**src/rtl/hll_pkg.sv**
```systemverilog
// Shared types and helpers for the HyperLogLog DMA job sequencer.
//   hll_seq_state_t : sequencer FSM states
//   hll_job_t       : job descriptor, laid out to match s_axis_job_data
//   calc_burst_len  : bytes for the next burst. The result is capped by the
//                     remaining bytes and never crosses a max_burst boundary.
package hll_pkg;

  typedef enum logic [1:0] {
    ST_IDLE,
    ST_ISSUE,
    ST_DRAIN,
    ST_DONE
  } hll_seq_state_t;

  // Field order puts tuples in the upper bits, matching the job bus:
  // [63:0] holds the address and [95:64] holds the tuple count.
  typedef struct packed {
    logic [31:0] tuples;
    logic [63:0] addr;
  } hll_job_t;

  // max_burst must be a power of two.
  function automatic logic [31:0] calc_burst_len(input logic [63:0] addr,
                                                 input logic [39:0] remaining,
                                                 input logic [31:0] max_burst);
    logic [63:0] room;
    room = 64'(max_burst) - (addr & (64'(max_burst) - 64'd1));
    if ({24'd0, remaining} < room) calc_burst_len = remaining[31:0];
    else                           calc_burst_len = room[31:0];
  endfunction

endpackage

```
**src/rtl/hll_dma_job_sequencer.sv**
```systemverilog
// Splits one HLL scan job into boundary-safe, length-capped DMA read commands.
// An outstanding-burst credit counter throttles the commands, and job_done
// pulses once every burst has completed.
// Ports:
//   user_clk, user_reset   : clock and synchronous active-high reset
//   s_axis_job_*           : job descriptor in ({tuples[95:64], addr[63:0]})
//   m_axis_dma_cmd_*       : registered DMA read command out (addr, len bytes)
//   s_dma_burst_done       : one pulse per completed burst
//   job_busy / job_done    : job in flight / one-cycle completion pulse
//   tuples_issued          : tuples covered by issued commands in this job
//   err_spurious_done      : sticky flag for a done pulse with nothing outstanding
module hll_dma_job_sequencer
  import hll_pkg::*;
#(
  parameter int unsigned TUPLE_BYTES     = 64,
  parameter int unsigned MAX_BURST_BYTES = 4096,
  parameter int unsigned MAX_OUTSTANDING = 8
) (
  input  logic        user_clk,
  input  logic        user_reset,
  input  logic        s_axis_job_valid,
  output logic        s_axis_job_ready,
  input  logic [95:0] s_axis_job_data,
  output logic        m_axis_dma_cmd_valid,
  input  logic        m_axis_dma_cmd_ready,
  output logic [63:0] m_axis_dma_cmd_addr,
  output logic [31:0] m_axis_dma_cmd_len,
  input  logic        s_dma_burst_done,
  output logic        job_busy,
  output logic        job_done,
  output logic [31:0] tuples_issued,
  output logic        err_spurious_done
);

  localparam int          TB_SH = $clog2(TUPLE_BYTES);
  localparam logic [31:0] MAXB  = 32'(MAX_BURST_BYTES);
  localparam logic [7:0]  MAXO  = 8'(MAX_OUTSTANDING);

  hll_seq_state_t state, state_n;
  hll_job_t       job;
  logic [63:0]    addr_q, addr_n;
  logic [39:0]    rem_q, rem_n;
  logic [31:0]    tup_q, tup_n, len_q, len_n;
  logic [7:0]     out_q, out_n;
  logic           ready_q, vld_q, vld_n, err_q, err_n;
  logic           job_hs, cmd_hs;

  assign job    = hll_job_t'(s_axis_job_data);
  assign job_hs = s_axis_job_valid & ready_q;
  assign cmd_hs = vld_q & m_axis_dma_cmd_ready;

  always_comb begin
    state_n = state;
    addr_n  = addr_q;
    rem_n   = rem_q;
    tup_n   = tup_q;
    out_n   = out_q;
    err_n   = err_q;

    // A handshake and a done pulse in the same cycle cancel out.
    if (cmd_hs && !s_dma_burst_done) out_n = out_q + 8'd1;
    else if (!cmd_hs && s_dma_burst_done) begin
      if (out_q == 8'd0) err_n = 1'b1;
      else               out_n = out_q - 8'd1;
    end

    case (state)
      ST_IDLE: if (job_hs) begin
        addr_n  = job.addr & ~64'(TUPLE_BYTES - 1);
        rem_n   = 40'(job.tuples) << TB_SH;
        tup_n   = '0;
        state_n = (job.tuples == 32'd0) ? ST_DONE : ST_ISSUE;
      end
      ST_ISSUE: if (cmd_hs) begin
        addr_n = addr_q + 64'(len_q);
        rem_n  = rem_q - 40'(len_q);
        tup_n  = tup_q + (len_q >> TB_SH);
        if (rem_n == 40'd0) state_n = ST_DRAIN;
      end
      ST_DRAIN: if (out_q == 8'd0) state_n = ST_DONE;
      ST_DONE:  state_n = ST_IDLE;
      default:  state_n = ST_IDLE;
    endcase

    // Command outputs are built from the next-cycle state so they can be
    // registered and still appear one cycle after the event that causes them.
    len_n = calc_burst_len(addr_n, rem_n, MAXB);
    vld_n = (state_n == ST_ISSUE) && (out_n < MAXO);
  end

  always_ff @(posedge user_clk) begin
    if (user_reset) begin
      state   <= ST_IDLE;
      addr_q  <= '0;
      rem_q   <= '0;
      tup_q   <= '0;
      len_q   <= '0;
      out_q   <= '0;
      ready_q <= 1'b0;
      vld_q   <= 1'b0;
      err_q   <= 1'b0;
    end else begin
      state   <= state_n;
      addr_q  <= addr_n;
      rem_q   <= rem_n;
      tup_q   <= tup_n;
      len_q   <= (state_n == ST_ISSUE) ? len_n : '0;
      out_q   <= out_n;
      ready_q <= (state_n == ST_IDLE);
      vld_q   <= vld_n;
      err_q   <= err_n;
    end
  end

  assign s_axis_job_ready     = ready_q;
  assign m_axis_dma_cmd_valid = vld_q;
  assign m_axis_dma_cmd_addr  = addr_q;
  assign m_axis_dma_cmd_len   = len_q;
  assign job_busy             = (state != ST_IDLE);
  assign job_done             = (state == ST_DONE);
  assign tuples_issued        = tup_q;
  assign err_spurious_done    = err_q;

endmodule
```
**config.mk**
```make
export PLATFORM = sky130hd
export DESIGN_NAME = hll_dma_job_sequencer
export DESIGN_NICKNAME = d
export VERILOG_FILES = /design/src/rtl/hll_pkg.sv /design/src/rtl/hll_dma_job_sequencer.sv
export SDC_FILE = /design/constraint.sdc
export NUM_CORES = 1
export LEC_CHECK = 0
export ABC_AREA = 1
export BUFFER_PORTS_ARGS = -buffer_cell sky130_fd_sc_hd__buf_2
export CORE_MARGIN = 1.5
export CORE_UTILIZATION = 50
export CTS_CLUSTER_DIAMETER = 120
export CTS_CLUSTER_SIZE = 20
export DETAILED_ROUTE_END_ITERATION = 10
export GPL_TIMING_DRIVEN = 0
export HOLD_SLACK_MARGIN = 0.02
export PLACE_DENSITY = 0.74
export REMOVE_ABC_BUFFERS = 1
export SYNTH_ARGS = -nofsm -noshare
export SYNTH_HDL_FRONTEND = slang
export SYNTH_SLANG_ARGS = --single-unit
```
**constraint.sdc**
```tcl
create_clock -name user_clk -period 4.1 [get_ports user_clk]
set_clock_uncertainty 0.2 [all_clocks]
set_input_delay 0.82 -clock user_clk [delete_from_list [all_inputs] [get_ports user_clk]]
set_output_delay 0.82 -clock user_clk [all_outputs]
set_load 0.05 [all_outputs]
```
Word level (Yosys, flattened, before mapping)
Cells that the tools add are included.
{ "op_classes": {"addsub": 6, "multipliers": 0, "div_mod_pow": 0, "order_cmp": 2, "eq_ne": 6, "shifts": 0, "mux": 19, "bitwise_logic": 4, "reduce_logical": 15} }
{ "op_table": {"columns": ["op", "count"], "rows": [
  ["$mux W64", 2],
  ["$pmux W64 S2", 1],
  ["$mux W32", 3],
  ["$mux W40", 2],
  ["$pmux W40 S2", 1],
  ["$add A64 B32 Y64", 1],
  ["$lt A40 B64 Y1", 1],
  ["$pmux W32 S2", 1],
  ["$logic_not A40 Y1", 1],
  ["$sub A40 B32 Y40", 1],
  ["$add A32 B26 Y32", 1],
  ["$logic_not A32 Y1", 1],
  ["$mux W8", 3],
  ["$sub A13 B12 Y14 const A", 1],
  ["$mux W2", 5],
  ["$add A8 B1 Y8 const B", 1],
  ["$logic_not A8 Y1", 1],
  ["$lt A8 B4 Y1 const B", 1],
  ["$pmux W2 S4", 1],
  ["$sub A8 B1 Y8 const B", 1],
  ["$reduce_and A3 Y1", 2],
  ["$eq A2 B1 Y1 const B", 2],
  ["$eq A2 B2 Y1 const B", 2],
  ["$logic_not A2 Y1", 2],
  ["7 further kinds", 14]
]} }
{ "word_totals": {"regBits": 181, "latch_bits": 0, "ramBits": 0, "romBits": 0, "out_inout_bits": 133, "wordCells": 62, "memories": 0} }

Depth between registers and ports, before layout
{ "logic_depth": {"depth_word": 8, "ltp_mapped": 30, "depth_no_buf": 29} }

Least setup slack after synthesis
OpenSTA, ideal clock, no wires.
{ "synth_path": {"path_type": "register -> register", "from": "register addr_q[0] (netlist: m_axis_dma_cmd_addr[0])", "to": "register len_q[12] (netlist: m_axis_dma_cmd_len[12])", "setup_ps": 115, "arrival_ps": 3881, "required_ps": 3785, "slack_ps": -96, "stages_incl_launch_ff": 27, "synth_period_minus_slack_ps": 4196, "cell_sequence": "dfxtp_1 ha_1 fa_1 xor2_1 nand2_1 o21ai_1 nor3_2 nand2_1 nor2_1 nand2_1 nor2_1 nand2_1 nor2_1 xor2_1 inv_1 ha_1 a21oi_1 nor3_1 a211oi_1 o211ai_1 inv_1 nand2_2 nor3_4 buf_6 nand3_1 nand2_1 nor2_1"} }
{ "synth_via": {"elab_chain_cells": 6} }
{ "synth_lines": {"columns": ["element", "line_no", "rtl"], "rows": [
  ["from (decl)", "hll_dma_job_sequencer.sv:41", "logic [63:0] addr_q, addr_n;"],
  ["from (signal assigned)", "hll_dma_job_sequencer.sv:104", "addr_q <= addr_n;"],
  ["$add A64 B32 Y64", "hll_dma_job_sequencer.sv:75", "addr_n = addr_q + 64'(len_q);"],
  ["$mux W64", "hll_dma_job_sequencer.sv:74", "ST_ISSUE: if (cmd_hs) begin"],
  ["$pmux W64 S2 (*)", "hll_dma_job_sequencer.sv:67", "case (state)"],
  ["$sub A13 B12 Y14 (*)", "hll_pkg.sv:27", "room = 64'(max_burst) - (addr & (64'(max_burst) - 64'd1));"],
  ["$lt A40 B64 Y1", "hll_pkg.sv:28", "if ({24'd0, remaining} < room) calc_burst_len = remaining[31:0];"],
  ["$mux W32 (*)", "hll_pkg.sv:28", null],
  ["to (signal assigned)", "hll_dma_job_sequencer.sv:107", "len_q <= (state_n == ST_ISSUE) ? len_n : '0;"],
  ["to (decl)", "hll_dma_job_sequencer.sv:43", "logic [31:0] tup_q, tup_n, len_q, len_n;"]
]} }
Every way passes the cells marked *; elsewhere a longest branch is shown, timed or not. The select of a mux whose other input is x is not followed.
A chain may end at the register's enable or synchronous reset.

Final worst setup path
{ "layout_path": {"from": "register len_q[0] (netlist: m_axis_dma_cmd_len[0])", "to": "register len_q[6] (netlist: m_axis_dma_cmd_len[6])"} }
{ "layout_via": {"elab_chain_cells": 8} }
{ "layout_lines": {"columns": ["element"], "rows": [
  ["branches (longest 8 deep; another with $add A64 B32 Y64)"]
]} }
Parallel ways; which one is timed is not known. The select of a mux whose other input is x is not followed.

==> metrics.yaml <==
global_routing:
  grt_max_degree: 79
  grt.busiest_layer: "met2"
  grt_pass1_wl_um: 97200
  grtUsageMet2: 0.638
  track_usage: 0.380
  grt-ovfl-total: 0
  grtUsageMet1: 0.470
  grt_antenna_before_repair: 0
  grt_pass1_vias: 18100
  use_met3: 0.0623
outcome:
  status: "complete, but fails checks"
  violations: "negative setup slack"
hold_path:
  hp-class: "reg2reg"
worst_setup_path:
  crit_path_top_delay_cell: "fa_2"
  cpPeakStageDelay_ps: 400
  cp.arrival_ps: 4490
  endpoint_kind: "flop"
  cp_data_required_time_ps: 4260
  worstPathMaxFanout: 12
  crit_family: "simple AND/OR/NAND/NOR gates"
  cp_common_cell: "nand2_2"
  setup.worst_path.start_class: "flop"
  critPathKind: "reg2reg"
  crit_buf_inv: 4
timing:
  relSlewSlack: 0.208
  max_clock_freq_mhz: 231
  finalHoldViolCount: 0
  final-max-slew-violation-count: 0
  grt_setup_unrepaired: "true"
  min_period_ps: 4330
  setup_tns_ps: -2250
  timing.final.ws_setup_ps: -228
  worst_pin_slew_ps: 1180
  setup_violations: 13
  post-route-period-util: 1.06
routing:
  drtIter0Drc: 1647
  avgRoutedWirePerCell_um: 18.9
  drt-pass1-iter-count: 5
  post-route-drc-count: 0
  totalWireLength_um: 64700
  ant_nets: 0
  vias: 19300
  vias_per_cell: 5.65
yosys:
  synth_area_leader_cell: "dfxtp_1"
  ys_seq_area_frac: 0.225
  syn_area_um2: 16100
  synthFlopType: "dfxtp_1"
  synth.distinct_cells: 59
  yosys_warnings: 0
  syn-instance-count: 2754
  async_flop_share: 0
  yosysTopAreaCellShare: 0.225
  ys_seq_elements: 181
  synth-edff-count: 0
  synth.area.top_cells: "dfxtp_1, nand2_1, inv_1"
  postSynthAreaPerCell_um2: 5.85
power_and_ir_drop:
  power.density_nw_per_um2: 355
  leakage_nw: 9.91
  peakVddDrop_v: 0.000331
clocking:
  cts.path.max_buffers: 2
  cts_root_buf: "clkbuf_16"
  clkLatencyLatePin_ps: 470
  clock-sinks: 181
  clk_pin_slew_ps: 70
  cts_tree: "yes"
  cts_buffers: 17
  htree_levels: 4
  hold_buffers: 0
finish:
  syn_to_final_growth_pct: 18.5
  layout-drive-gt1-share: 0.149
  layout_common_cells: "nand2_1, inv_1, nor2_1, buf_2, a21oi_1"
  final_nets: 3221
  final_area_um2: 19100
  mostFrequentLayoutCell: "nand2_1"
die:
  dieArea_um2: 33300
  boundaryPins: 234
  core_area_um2: 31600
  start_util: 0.509
  die_y_um: 182
  die_x_um: 182
  fp-row-count: 65
placed_design:
  dpl_cell_area_um2: 17600
  hpwl_um: 48500
  gp_congestion: 0.978
  portBuffers: 227
job:
  drv_cap: 0
## power by group
| group | internal (mW) | switching [mW] | leakage, nW |
|---|---|---|---|
| clock | 1.07 | 0.784 | 0.314 |
| sequential | 1.89 | 0.166 | 1.48 |
| combinational | 0.860 | 2.00 | 8.11 |
## through the flow
stage / cells / worst slack, ps / power [mW] / util / hold WS (ps)
final: 3425 / -228 / 6.77 / 0.603 / 274
after global routing: 3424 / -413 / 7.11 / 0.603 / 316
after CTS: 3416 / -163 / 6.65 / 0.596 / 275
after detailed placement: 3343 / -3350 / 4.68 / 0.555 / 256
after global placement: 3342 / -3180 / 4.63 / 0.554 / 251
after floorplan: 2713 / -825 / 3.91 / - / 267
## worst register-to-register path, stage by stage, from the launching register on
cell and delay [ps]:
dfxtp_4 370, ha_4 170, fa_2 400, xor2_2 170
nand2_2 100, o21ai_4 80, nor3_4 210, nand2_2 110
nor2_4 120, nand2_4 80, nor2_4 100, nand2_2 70
nor2_2 110, xor2_1 210, inv_1 110, ha_4 260
a21oi_4 170, nor3_2 60, a211oi_2 200, o211ai_1 150
inv_1 80, nand2_2 70, inv_1 100, nand3_4 180
nand2_1 170, nand2_2 70, nand2_1 70, inv_1 50
## synthesized netlist by cell type (all sizes together) (6+ instances only)
library cell  count
a21boi            6
a21oi           214
a221oi           18
a22o              6
a31oi            49
buf              23
clkbuf           36
dfxtp           181
ha              108
inv             498
nand2           822
nand3           166
nand3b           16
nand4            26
nor2            266
nor3             42
nor4             20
o211ai           10
o21a              8
o21ai           138
o21bai            7
o22ai            16
or2              19
xor2             20
## registers in the layout, summed over array words and instances (netlist names)
signal / flops
rem_q: 40
err_spurious_done: 1
s_axis_job_ready: 1
out_q: 8
m_axis_dma_cmd_addr: 64
m_axis_dma_cmd_valid: 1
tuples_issued: 32
m_axis_dma_cmd_len: 32
state: 2
## repair_timing
| action | in CTS | in global routing |
|---|---|---|
| endpoints found under the setup margin | 95 | 13 |
| pin swaps | 30 | 28 |
| gates cloned | 5 | 0 |
| buffers inserted | 36 | 10 |
| resized for setup | 66 | 44 |
## path summary, 6_finish.rpt
kind                                            start  slack [ps]  cells after the start                     to
worst min-delay path                tuples_issued[30]         270                      2      tuples_issued[30]
worst min register to register      tuples_issued[30]         270                      2      tuples_issued[30]
worst max-delay path            m_axis_dma_cmd_len[0]        -230                     27  m_axis_dma_cmd_len[6]
worst max register to register  m_axis_dma_cmd_len[0]        -230                     27  m_axis_dma_cmd_len[6]
## cell families (layout without fill, tap and decap cells)
logic type / after synthesis / after routing / share of synthesized area
other: 1 / 20 / 0.000233
AND/OR/NAND/NOR: 1384 / 1388 / 0.366
adder cells (fa/ha/maj): 111 / 111 / 0.0876
AO/OA/AOI/OAI: 495 / 495 / 0.175
XOR/XNOR: 23 / 23 / 0.0125
flip-flops: 181 / 181 / 0.225
buffers and inverters: 559 / 805 / 0.134
## area by class of cell
cell class	count	area, um^2
Multi-Input combinational cell	2036	10800
Clock buffer	21	470
Tap cell	402	503
Fill cell	3097	12600
Sequential cell	181	3640
Clock inverter	11	173
Timing Repair Buffer	273	1580
Inverter	500	1920
Antenna cell	1	2.50
## routing by layer
layer,part of all wire,wire [um]
met1,0.42,27000
met2,0.46,29700
met3,0.075,4850
met4,0.048,3130
met5,0,0
Note: power is estimated with default switching activity, not from simulation.
